**src/rtl/raster_frame_walker.sv**
```systemverilog
// Walks instances and their triangles, fetching indices and vertices from 1-cycle RAMs
// and emitting one assembled triangle per valid/ready beat.
module raster_frame_walker #(
  parameter int MAX_VERT     = 8192,
  parameter int MAX_TRI      = 8192,
  parameter int MAX_INST     = 256,
  parameter int MAX_VERT_CNT = 256,
  parameter int MAX_TRI_CNT  = 256,
  parameter int VTX_W        = 108,
  parameter int TRANS_W      = 288,
  parameter int VERT_ADDR_W  = $clog2(MAX_VERT),
  parameter int TRI_ADDR_W   = $clog2(MAX_TRI),
  parameter int INST_W       = $clog2(MAX_INST),
  parameter int VIDX_W       = $clog2(MAX_VERT_CNT),
  parameter int TIDX_W       = $clog2(MAX_TRI_CNT)
) (
  input  logic                   clk,
  input  logic                   rst_n,
  input  logic                   frame_start,
  input  logic [INST_W:0]        num_inst,
  output logic [INST_W-1:0]      inst_id_rd,
  output logic [VERT_ADDR_W-1:0] vert_addr_rd,
  output logic [TRI_ADDR_W-1:0]  tri_addr_rd,
  input  logic [VERT_ADDR_W-1:0] vert_base_in,
  input  logic [VIDX_W-1:0]      vert_count_in,
  input  logic [TRI_ADDR_W-1:0]  tri_base_in,
  input  logic [TIDX_W-1:0]      tri_count_in,
  input  logic [3*VIDX_W-1:0]    idx_tri_in,
  input  logic [VTX_W-1:0]       vert_in,
  input  logic [TRANS_W-1:0]     transform_in,
  output logic                   out_valid,
  input  logic                   out_ready,
  output logic [VTX_W-1:0]       out_v0,
  output logic [VTX_W-1:0]       out_v1,
  output logic [VTX_W-1:0]       out_v2,
  output logic [TRANS_W-1:0]     out_transform,
  output logic [INST_W-1:0]      out_inst_id,
  output logic                   busy,
  output logic                   frame_done,
  output logic                   idx_err
);

  typedef enum logic [3:0] {
    S_IDLE, S_INST_SEL, S_INST_LAT, S_TRI_RD, S_TRI_LAT, S_V_RD, S_V_LAT, S_EMIT, S_DONE
  } state_t;

  state_t                 state, state_nxt;
  logic [INST_W:0]        num_lat;
  logic [VERT_ADDR_W-1:0] vert_base;
  logic [VIDX_W-1:0]      vert_cnt;
  logic [TRI_ADDR_W-1:0]  tri_base;
  logic [TIDX_W-1:0]      tri_cnt;
  logic [TIDX_W-1:0]      tri_ctr;
  logic [3*VIDX_W-1:0]    idx_lat;
  logic [1:0]             k;

  logic [INST_W:0]        inst_nxt;
  logic [TIDX_W:0]        tri_nxt;
  logic                   more_inst;
  logic                   more_tri;
  logic                   idx_bad;
  logic [VIDX_W-1:0]      vidx_nxt;

  // inst_id_rd doubles as the instance counter; it only advances while instances remain
  assign inst_nxt  = {1'b0, inst_id_rd} + (INST_W+1)'(1);
  assign tri_nxt   = {1'b0, tri_ctr} + (TIDX_W+1)'(1);
  assign more_inst = inst_nxt < num_lat;
  assign more_tri  = tri_nxt < {1'b0, tri_cnt};
  assign idx_bad   = (idx_tri_in[VIDX_W-1:0] >= vert_cnt) ||
                     (idx_tri_in[2*VIDX_W-1:VIDX_W] >= vert_cnt) ||
                     (idx_tri_in[3*VIDX_W-1:2*VIDX_W] >= vert_cnt);
  assign vidx_nxt  = (k == 2'd0) ? idx_lat[2*VIDX_W-1:VIDX_W] : idx_lat[3*VIDX_W-1:2*VIDX_W];

  always_ff @(posedge clk or negedge rst_n) begin
    if (!rst_n) state <= S_IDLE;
    else        state <= state_nxt;
  end

  always_comb begin
    state_nxt  = state;
    out_valid  = 1'b0;
    frame_done = 1'b0;
    case (state)
      S_IDLE:     if (frame_start) state_nxt = (num_inst == '0) ? S_DONE : S_INST_SEL;
      S_INST_SEL: state_nxt = S_INST_LAT;
      S_INST_LAT: begin
        if (tri_count_in != '0) state_nxt = S_TRI_RD;
        else                    state_nxt = more_inst ? S_INST_SEL : S_DONE;
      end
      S_TRI_RD:   state_nxt = S_TRI_LAT;
      S_TRI_LAT:  state_nxt = S_V_RD;
      S_V_RD:     state_nxt = S_V_LAT;
      S_V_LAT:    state_nxt = (k == 2'd2) ? S_EMIT : S_V_RD;
      S_EMIT: begin
        out_valid = 1'b1;
        if (out_ready) begin
          if (more_tri)       state_nxt = S_TRI_RD;
          else if (more_inst) state_nxt = S_INST_SEL;
          else                state_nxt = S_DONE;
        end
      end
      S_DONE: begin
        frame_done = 1'b1;
        state_nxt  = S_IDLE;
      end
      default:    state_nxt = S_IDLE;
    endcase
  end

  always_ff @(posedge clk or negedge rst_n) begin
    if (!rst_n) begin
      num_lat       <= '0;
      inst_id_rd    <= '0;
      vert_addr_rd  <= '0;
      tri_addr_rd   <= '0;
      vert_base     <= '0;
      vert_cnt      <= '0;
      tri_base      <= '0;
      tri_cnt       <= '0;
      tri_ctr       <= '0;
      idx_lat       <= '0;
      k             <= '0;
      out_v0        <= '0;
      out_v1        <= '0;
      out_v2        <= '0;
      out_transform <= '0;
      out_inst_id   <= '0;
      busy          <= 1'b0;
      idx_err       <= 1'b0;
    end else begin
      case (state)
        S_IDLE: begin
          if (frame_start && (num_inst != '0)) begin
            num_lat    <= num_inst;
            inst_id_rd <= '0;
            idx_err    <= 1'b0;
            busy       <= 1'b1;
          end
        end
        S_INST_LAT: begin
          vert_base     <= vert_base_in;
          vert_cnt      <= vert_count_in;
          tri_base      <= tri_base_in;
          tri_cnt       <= tri_count_in;
          out_transform <= transform_in;
          out_inst_id   <= inst_id_rd;
          tri_ctr       <= '0;
          tri_addr_rd   <= tri_base_in;
          if ((tri_count_in == '0) && more_inst) inst_id_rd <= inst_nxt[INST_W-1:0];
        end
        S_TRI_LAT: begin
          idx_lat      <= idx_tri_in;
          k            <= 2'd0;
          vert_addr_rd <= vert_base + VERT_ADDR_W'(idx_tri_in[VIDX_W-1:0]);
          if (idx_bad) idx_err <= 1'b1;
        end
        S_V_LAT: begin
          case (k)
            2'd0:    out_v0 <= vert_in;
            2'd1:    out_v1 <= vert_in;
            default: out_v2 <= vert_in;
          endcase
          if (k != 2'd2) begin
            k            <= k + 2'd1;
            vert_addr_rd <= vert_base + VERT_ADDR_W'(vidx_nxt);
          end
        end
        S_EMIT: begin
          if (out_ready) begin
            tri_ctr <= tri_nxt[TIDX_W-1:0];
            if (more_tri)       tri_addr_rd <= tri_base + TRI_ADDR_W'(tri_nxt);
            else if (more_inst) inst_id_rd  <= inst_nxt[INST_W-1:0];
          end
        end
        S_DONE:  busy <= 1'b0;
        default: ;
      endcase
    end
  end

endmodule

```
**config.mk**
```make
export PLATFORM = sky130hd
export DESIGN_NAME = raster_frame_walker
export DESIGN_NICKNAME = d
export VERILOG_FILES = /design/src/rtl/raster_frame_walker.sv
export SDC_FILE = /design/constraint.sdc
export NUM_CORES = 1
export LEC_CHECK = 0
export ABC_AREA = 1
export CORE_AREA = 8 8 437 439
export CTS_CLUSTER_DIAMETER = 150
export DETAILED_ROUTE_END_ITERATION = 16
export DIE_AREA = 0 0 445 447
export GPL_TIMING_DRIVEN = 0
export PLACE_DENSITY = 0.44
export SLEW_MARGIN = 20
export SYNTH_ARGS = -nofsm -noshare
export SYNTH_HDL_FRONTEND = slang
export SYNTH_SLANG_ARGS = --single-unit
```
**constraint.sdc**
```tcl
create_clock -name clk -period 9.26 [get_ports clk]
set_clock_uncertainty 0.2 [all_clocks]
set_input_delay 2.315 -clock clk [delete_from_list [all_inputs] [get_ports clk]]
set_output_delay 2.315 -clock clk [all_outputs]
set_load 0.01 [all_outputs]
```
==> metrics.txt, run 1 <==
# TYPE chip_impl_metric gauge
chip_impl_metric{name="clk_pin_slew",unit="ns"} 0.06
chip_impl_metric{name="detailroute.wirelength.met3",unit="mm"} 13.4
chip_impl_metric{name="drtPass1Iterations",unit=""} 5
chip_impl_metric{name="layout.nets",unit=""} 5190
chip_impl_metric{name="max-vdd-ir-drop",unit="mV"} 0.171
chip_impl_metric{name="power_frac_seq",unit="%"} 32.8
chip_impl_metric{name="cp_data_required_time",unit="ns"} 6.75
chip_impl_metric{name="clk_pwr_share",unit="%"} 22.0
chip_impl_metric{name="postRouteWirelength",unit="mm"} 164
chip_impl_metric{name="share_of_synthesized_registers_carrying_an_async_set_or_reset",unit="%"} 100
chip_impl_metric{name="die_area",unit="sq um"} 199000
chip_impl_metric{name="power-per-cell-area",unit="nW/um^2"} 362
chip_impl_metric{name="cts_hold_repair.buffers",unit=""} 0
chip_impl_metric{name="antenna_found_initial",unit=""} 55
chip_impl_metric{name="num_vias",unit=""} 28032
chip_impl_metric{name="core.rowCount",unit=""} 158
chip_impl_metric{name="postSynthCellCount",unit=""} 3418
chip_impl_metric{name="synth.distinct_cells",unit=""} 37
chip_impl_metric{name="buffer_levels_on_the_longest_clock_path",unit=""} 3
chip_impl_metric{name="first_pass_grt_wire_length",unit="mm"} 227
chip_impl_metric{name="multiInputGateArea",unit="sq um"} 10200
chip_impl_metric{name="worst-r2r-setup-slack",unit="ns"} 5.58
chip_impl_metric{name="die_width",unit="um"} 445
chip_impl_metric{name="grt_start_max_net_pins",unit=""} 121
chip_impl_metric{name="area_taken_by_flip_flops_and_latches",unit="sq um"} 18400
chip_impl_info{name="top_layer_reached_by_signal_wires",value="met5"} 1
chip_impl_metric{name="post_cts_resized",unit=""} 0
chip_impl_info{name="root_buffer",value="clkbuf_16"} 1
chip_impl_metric{name="cts_buffers",unit=""} 94
chip_impl_metric{name="maxClockFrequency",unit="MHz"} 176
chip_impl_metric{name="worst-path-max-fanout",unit=""} 10
chip_impl_metric{name="per_cell_via_count_in_the_routed_design",unit=""} 3.88
chip_impl_metric{name="die-height",unit="um"} 447
chip_impl_metric{name="post_dp_cell_area",unit="sq um"} 44900
chip_impl_metric{name="drv_slew",unit=""} 0
chip_impl_metric{name="fin_util",unit="%"} 26.1
chip_impl_metric{name="core_area",unit="sq um"} 184000
chip_impl_metric{name="number_of_synthesized_register_bits",unit=""} 737
chip_impl_info{name="crit_type",value="flip-flop to output port"} 1
chip_impl_metric{name="drive_gt1_share",unit="%"} 4.93
chip_impl_info{name="critPathLaunchType",value="flip-flop"} 1
chip_impl_metric{name="cell_area_after_technology_mapping",unit="sq um"} 30200
chip_impl_metric{name="synth_nets",unit=""} 3956
chip_impl_metric{name="final-hold-violation-count",unit=""} 0
chip_impl_metric{name="total_power",unit="mW"} 17.4
chip_impl_metric{name="start_util",unit="%"} 16.4
chip_impl_info{name="worst_min_delay_path_class",value="flip-flop to flip-flop"} 1
chip_impl_metric{name="preCtsSetupSlack",unit="ns"} 4.02
chip_impl_metric{name="power.leakage",unit="nW"} 22.6
chip_impl_metric{name="grt.overflow.total",unit=""} 0
chip_impl_metric{name="cts.sink_count",unit=""} 737
chip_impl_metric{name="postSynthAreaPerCell",unit="sq um"} 8.85
chip_impl_metric{name="htree_levels",unit=""} 3
chip_impl_metric{name="avgRoutedWirePerCell",unit="um"} 22.7
chip_impl_metric{name="finalWorstSetupSlack",unit="ns"} 3.57
chip_impl_info{name="rsz0062_at_grt",value="false"} 1
chip_impl_metric{name="p_r_area_growth_vs_syn",unit="%"} 59.1
chip_impl_info{name="clock_tree_from_tritoncts",value="built"} 1
chip_impl_metric{name="io_pins",unit=""} 1133
chip_impl_info{name="layout_common_cells",value="nand2_1, clkdlybuf4s50_1, dfrtp_1"} 1
chip_impl_metric{name="dr.first_iter.drc_count",unit=""} 1784
chip_impl_metric{name="final.period_utilization",unit="%"} 61.5
chip_impl_info{name="most_common_cell_after_layout_fill_and_taps_aside",value="nand2_1"} 1
chip_impl_info{name="dominantRegCellSynth",value="dfrtp_1"} 1
chip_impl_metric{name="gpl.final_weighted_congestion",unit=""} 0.895
chip_impl_metric{name="port_buffers",unit=""} 1132
chip_impl_metric{name="met1_length",unit="mm"} 61.5
chip_impl_info{name="worst_setup_path_end_kind",value="output port"} 1
chip_impl_metric{name="synth.yosys.warnings",unit=""} 0
chip_impl_metric{name="max-slew-margin-rel",unit="%"} 28.2
chip_impl_metric{name="cts_setup_buffers",unit=""} 0
chip_impl_metric{name="drtAntennaViolNets",unit=""} 0
chip_impl_metric{name="power.combinational.fraction",unit="%"} 45.2
chip_impl_metric{name="post-route-min-period",unit="ns"} 5.69
chip_impl_metric{name="tns",unit="ns"} 0
chip_impl_metric{name="final_area",unit="sq um"} 48100
chip_impl_metric{name="worst_slew_pin_slew",unit="ns"} 1.08
chip_impl_metric{name="remaining_drc_errors",unit=""} 0
chip_impl_info{name="worstHoldStart",value="tri_addr_rd[3]"} 1
chip_impl_metric{name="setup_failing_eps_final",unit=""} 0
chip_impl_metric{name="internal_power",unit="mW"} 10.6
chip_impl_metric{name="synth_seq_area_share",unit="%"} 61.0
chip_impl_metric{name="place.detailed.hpwl",unit="mm"} 132
chip_impl_metric{name="clock_insertion_delay_worst_skew",unit="ns"} 0.73
chip_impl_metric{name="sw_frac_of_total",unit="%"} 39.0
chip_impl_metric{name="layout.filler_cells",unit=""} 20076
chip_impl_metric{name="worst-endpoint-arrival",unit="ns"} 3.18
chip_impl_metric{name="total_global_routing_track_utilization",unit="%"} 15.8
chip_impl_info{name="outcome",value="complete, no violations"} 1
chip_impl_metric{name="grt_pass1_vias",unit=""} 28847
chip_impl_info{name="setup.worst_path.start",value="state[3]"} 1
chip_impl_info{name="critical_path.reg2reg.startpoint",value="inst_id_rd[0]"} 1
chip_impl_metric{name="drv.max_cap_violation_count",unit=""} 0
chip_impl_metric{name="p_sw",unit="mW"} 6.80
chip_impl_metric{name="synth-edff-count",unit=""} 0
chip_impl_metric{name="wl_met2",unit="mm"} 84.4
==> final cells by class <==
cell class              instances  area share (%)
inverters                     243            1.90
plain buffers                 159            1.56
clock inverters                29           0.892
flip-flops and latches        737            38.3
diodes                         18          0.0936
well taps                    2480            6.45
clock buffers                 141            5.78
multi-input cells            2279            21.1
repair buffers               1138            23.9
==> final timing paths <==
path / endpoint / cells after the start
worst max register to register: inst_id_rd[6] / 17
max in group asynchronous: out_transform[116] / 5
worst min-delay path: tri_addr_rd[3] / 2
worst max-delay path: out_valid / 5
min in group asynchronous: out_v2[86] / 1
worst min register to register: tri_addr_rd[3] / 2
==> cells by family (layout without fill, tap and decap cells) <==
logic type               Yosys count  in the layout  share of synthesized area (%)
AND/OR/NAND/NOR                 1755           1755                           22.5
flip-flops                       737            737                           61.0
AO/OA/AOI/OAI                    450            450                           8.13
buffers and inverters            402           1710                           5.46
adder cells (fa/ha/maj)           63             63                           2.66
XOR/XNOR                          11             11                          0.319
other                              0             18                              0
==> sequential cells by signal (all words and copies together), names as in the netlist, 9 cells and up <==
register       cells
out_transform    288
tri_addr_rd       13
num_lat            9
out_v1           108
vert_base         13
out_v0           108
idx_lat           16
tri_base          13
vert_addr_rd      13
out_v2           108
==> synthesized netlist by cell type, types with 6 or more instances <==
cell type	count	share of area, %
o211ai_1	7	0.17
buf_6	18	0.67
xnor2_1	6	0.17
a21oi_1	34	0.56
nand3_1	72	1.2
nor2_1	64	0.79
clkbuf_1	129	1.6
o21ai_0	290	4.8
nand4_1	21	0.43
nand2_1	1576	20
o21ai_1	62	1.0
ha_1	61	2.5
nor3_1	11	0.18
buf_2	7	0.12
dfrtp_1	737	61
o21ai_2	40	1.2
inv_1	239	3.0
==> layer usage <==
layer  vias to the layer above  track usage (%)
met5                         -                0
met4                        32             4.90
met3                       217             5.17
met2                       936             28.3
met1                     13620             17.8
li1                      13227                -
==> per-stage QoR <==
step,hold slack [ns],cells
after detailed placement,0.260,7036
final,0.270,7224
after CTS,0.273,7206
after global routing,0.287,7217
after floorplan,0.243,3418
after global placement,0.259,7030
==> critical path, stage by stage (launching register included) <==
cell	delay [ns]
dfrtp_1	0.44
nor2_4	0.21
nand2_1	0.27
clkinv_1	0.29
clkbuf_1	0.54
clkdlybuf4s50_1	0.70
==> power by group through the flow <==
| stage | logic, mW | clock network, mW | registers [mW] |
|---|---|---|---|
| after floorplan | 2.53 | 0 | 6.23 |
| after global placement | 8.01 | 0 | 5.77 |
| after CTS | 8.07 | 3.98 | 5.72 |
| after global routing | 8.61 | 4.08 | 5.91 |
| after detailed placement | 8.04 | 0 | 5.74 |
| final | 7.87 | 3.83 | 5.72 |
Power figures use the tool's default switching activity.
==> run 2: changes to the inputs <==
- CORE_AREA: 8 8 437 439 -> 8 8 438 440
- DIE_AREA: 0 0 445 447 -> 0 0 446 448
- PLACE_DENSITY: 0.44 -> 0.45
- clock period: 9.26 -> 4.71 ns (I/O delays scaled with it)
==> run 2 against run 1 <==
Utilization decreased by 0.051 points; register-to-register slack got worse by 4.5 ns; sequential share of layout area about the same; critical path depth unchanged; combinational power increased by 96%; routed wire length decreased by 2.4%; count of clock-buffer cells in the layout decreased by 5; power increased by 96%; worst setup slack got worse by 3.2 ns; die area increased by 0.45%; critical endpoint unchanged; largest cell class unchanged; highest routed layer unchanged.
==> metrics.txt, run 2 (synthesized netlist as in run 1, its figures left out) <==
# TYPE chip_impl_metric gauge
chip_impl_info{name="outcome",value="complete, no violations"} 1
chip_impl_metric{name="post_cts_resized",unit=""} 0
chip_impl_metric{name="multiInputGateArea",unit="sq um"} 10200
chip_impl_metric{name="tns",unit="ns"} 0
chip_impl_info{name="critPathMostFrequentCell",value="nand2_1"} 1
chip_impl_metric{name="maxClockFrequency",unit="MHz"} 228
chip_impl_metric{name="power.combinational.fraction",unit="%"} 45.0
chip_impl_metric{name="layout.nets",unit=""} 5189
chip_impl_metric{name="gpl.final_weighted_congestion",unit=""} 0.873
chip_impl_metric{name="remaining_drc_errors",unit=""} 0
chip_impl_metric{name="place.detailed.hpwl",unit="mm"} 128
chip_impl_metric{name="area_taken_by_flip_flops_and_latches",unit="sq um"} 18400
chip_impl_metric{name="cp_data_required_time",unit="ns"} 3.33
chip_impl_metric{name="power.leakage",unit="nW"} 22.6
chip_impl_metric{name="postRouteWirelength",unit="mm"} 160
chip_impl_metric{name="grt_start_max_net_pins",unit=""} 123
chip_impl_metric{name="p_r_area_growth_vs_syn",unit="%"} 59.1
chip_impl_metric{name="core.rowCount",unit=""} 158
chip_impl_metric{name="worst-r2r-setup-slack",unit="ns"} 1.07
chip_impl_metric{name="core_area",unit="sq um"} 185000
chip_impl_metric{name="power_frac_seq",unit="%"} 32.8
chip_impl_metric{name="post-route-min-period",unit="ns"} 4.39
chip_impl_metric{name="final_area",unit="sq um"} 48100
chip_impl_metric{name="cts_buffers",unit=""} 93
chip_impl_metric{name="start_util",unit="%"} 16.4
chip_impl_info{name="layout_common_cells",value="nand2_1, clkdlybuf4s50_1, dfrtp_1"} 1
chip_impl_metric{name="avgRoutedWirePerCell",unit="um"} 22.2
chip_impl_info{name="r2r_end",value="tri_addr_rd[5]"} 1
chip_impl_metric{name="layout.filler_cells",unit=""} 20136
chip_impl_metric{name="dp_cells",unit=""} 7037
chip_impl_metric{name="worst_slew_pin_slew",unit="ns"} 1.15
chip_impl_info{name="critPathTopFamily",value="buffers and inverters"} 1
chip_impl_metric{name="rr_worst_depth",unit=""} 15
chip_impl_metric{name="max-slew-margin-rel",unit="%"} 23.5
chip_impl_metric{name="instances_no_fill",unit=""} 7221
chip_impl_metric{name="timing.critical_path.buf_inv",unit=""} 3
chip_impl_metric{name="total_power",unit="mW"} 34.2
chip_impl_metric{name="drv_slew",unit=""} 0
chip_impl_info{name="path_cells",value="nand2_1 -> inv_1 -> nand2_1 -> clkinv_1 -> clkdlybuf4s50_1"} 1
chip_impl_metric{name="port_buffers",unit=""} 1132
chip_impl_info{name="top_register",value="out_transform"} 1
chip_impl_metric{name="power-per-cell-area",unit="nW/um^2"} 710
chip_impl_metric{name="setup_failing_eps_final",unit=""} 0
chip_impl_metric{name="clock_insertion_delay_worst_skew",unit="ns"} 0.72
chip_impl_metric{name="clk_pwr_share",unit="%"} 22.2
chip_impl_metric{name="num_vias",unit=""} 28028
chip_impl_metric{name="drtPass1Iterations",unit=""} 5
chip_impl_metric{name="worst-endpoint-arrival",unit="ns"} 3.01
chip_impl_metric{name="antenna_found_initial",unit=""} 40
chip_impl_metric{name="buffer_levels_on_the_longest_clock_path",unit=""} 3
chip_impl_info{name="clock_tree_from_tritoncts",value="built"} 1
chip_impl_info{name="critical_path.reg2reg.startpoint",value="tri_ctr[0]"} 1
chip_impl_info{name="worst_min_delay_path_class",value="input port to asynchronous set/reset pin"} 1
chip_impl_metric{name="final-hold-violation-count",unit=""} 0
chip_impl_metric{name="cts_hold_repair.buffers",unit=""} 0
chip_impl_metric{name="p_sw",unit="mW"} 13.2
chip_impl_metric{name="cts_setup_buffers",unit=""} 0
chip_impl_metric{name="hold_ws",unit="ns"} 0.197
chip_impl_metric{name="post_dp_cell_area",unit="sq um"} 44900
chip_impl_metric{name="total_global_routing_track_utilization",unit="%"} 15.3
chip_impl_metric{name="preCtsSetupSlack",unit="ns"} 0.856
chip_impl_metric{name="io_pins",unit=""} 1133
chip_impl_info{name="rsz0062_at_grt",value="false"} 1
chip_impl_info{name="root_buffer",value="clkbuf_16"} 1
chip_impl_info{name="worst_setup_path_endpoint",value="out_valid"} 1
chip_impl_metric{name="cts.sink_count",unit=""} 737
chip_impl_metric{name="per_cell_via_count_in_the_routed_design",unit=""} 3.88
chip_impl_metric{name="die_width",unit="um"} 446
chip_impl_metric{name="dr.first_iter.drc_count",unit=""} 1904
chip_impl_metric{name="sw_frac_of_total",unit="%"} 38.7
chip_impl_metric{name="die_area",unit="sq um"} 200000
chip_impl_metric{name="die-height",unit="um"} 448
chip_impl_metric{name="final.period_utilization",unit="%"} 93.1
chip_impl_metric{name="internal_power",unit="mW"} 21.0
chip_impl_metric{name="first_pass_grt_wire_length",unit="mm"} 221
chip_impl_metric{name="largest_register_ffs",unit=""} 288
chip_impl_info{name="crit_path_top_delay_cell",value="clkdlybuf4s50_1"} 1
chip_impl_metric{name="grt_pass1_vias",unit=""} 28761
chip_impl_metric{name="worst-path-max-fanout",unit=""} 17
chip_impl_metric{name="htree_levels",unit=""} 3
chip_impl_info{name="worst_setup_path_end_kind",value="output port"} 1
chip_impl_info{name="most_common_cell_after_layout_fill_and_taps_aside",value="nand2_1"} 1
chip_impl_metric{name="grt.overflow.total",unit=""} 0
chip_impl_metric{name="path_depth",unit=""} 5
chip_impl_info{name="crit_type",value="flip-flop to output port"} 1
chip_impl_metric{name="drv.max_cap_violation_count",unit=""} 0
chip_impl_metric{name="drtAntennaViolNets",unit=""} 0
chip_impl_info{name="setup.worst_path.start",value="state[0]"} 1
chip_impl_metric{name="fin_util",unit="%"} 26.1
chip_impl_metric{name="max_stage_delay",unit="ns"} 0.71
chip_impl_info{name="critPathLaunchType",value="flip-flop"} 1
chip_impl_metric{name="drive_gt1_share",unit="%"} 4.93
chip_impl_metric{name="finalWorstSetupSlack",unit="ns"} 0.323
chip_impl_metric{name="max-vdd-ir-drop",unit="mV"} 0.344
chip_impl_metric{name="clk_pin_slew",unit="ns"} 0.06
-- run 2: how the worst min path moves through the flow --
| stage | startpoint | to | slack, ns | cells past startpoint |
|---|---|---|---|---|
| after floorplan | idx_lat[10] | idx_lat[10] | 0.24 | 2 |
| after global placement | tri_addr_rd[3] | tri_addr_rd[3] | 0.26 | 2 |
| after detailed placement | vert_addr_rd[0] | vert_addr_rd[0] | 0.26 | 2 |
| after CTS | rst_n | out_v0[71] | 0.15 | 1 |
| after global routing | rst_n | out_v0[90] | 0.17 | 1 |
| final | rst_n | out_v0[70] | 0.20 | 1 |
-- run 2: worst reg2reg max path: stages, from the launching register on --
cell     delay [ns]
dfrtp_1        0.42
ha_1           0.21
nand2_1        0.06
nor2_1         0.20
nand3_1        0.12
xor2_1         0.39
ha_1           0.33
a21oi_1        0.14
nor2_1         0.05
nor2_1         0.19
nand3_1        0.18
nand2_1        0.33
nand2_1        0.29
buf_2          0.28
nand2_1        0.09
nand2_1        0.04
-- run 2: layout make-up --
| class | count | share of cell area [%] |
|---|---|---|
| clock inverter | 35 | 1.15 |
| antenna | 14 | 0.0728 |
| multi-input combinational | 2279 | 21.1 |
| buffer | 158 | 1.55 |
| clock buffer | 136 | 5.52 |
| inverter | 243 | 1.90 |
| sequential | 737 | 38.3 |
| timing repair buffer | 1139 | 23.9 |
| tap | 2480 | 6.45 |
-- run 2: power by group through the flow --
stage / Combinational [mW] / Clock (mW) / Sequential [mW]
after CTS: 15.7 / 7.87 / 11.2
after floorplan: 4.97 / 0 / 12.3
final: 15.4 / 7.59 / 11.2
after detailed placement: 15.7 / 0 / 11.3
after global placement: 15.6 / 0 / 11.3
after global routing: 16.8 / 8.08 / 11.6
-- run 2: layer usage --
layer  track usage [%]  share of wire (%)  up-vias
met5                 0              0.034        -
met4              6.06                3.9        8
met3              4.43                7.1      236
met2              27.4                 51      972
met1              17.0                 38    13606
li1                  -                  -    13206
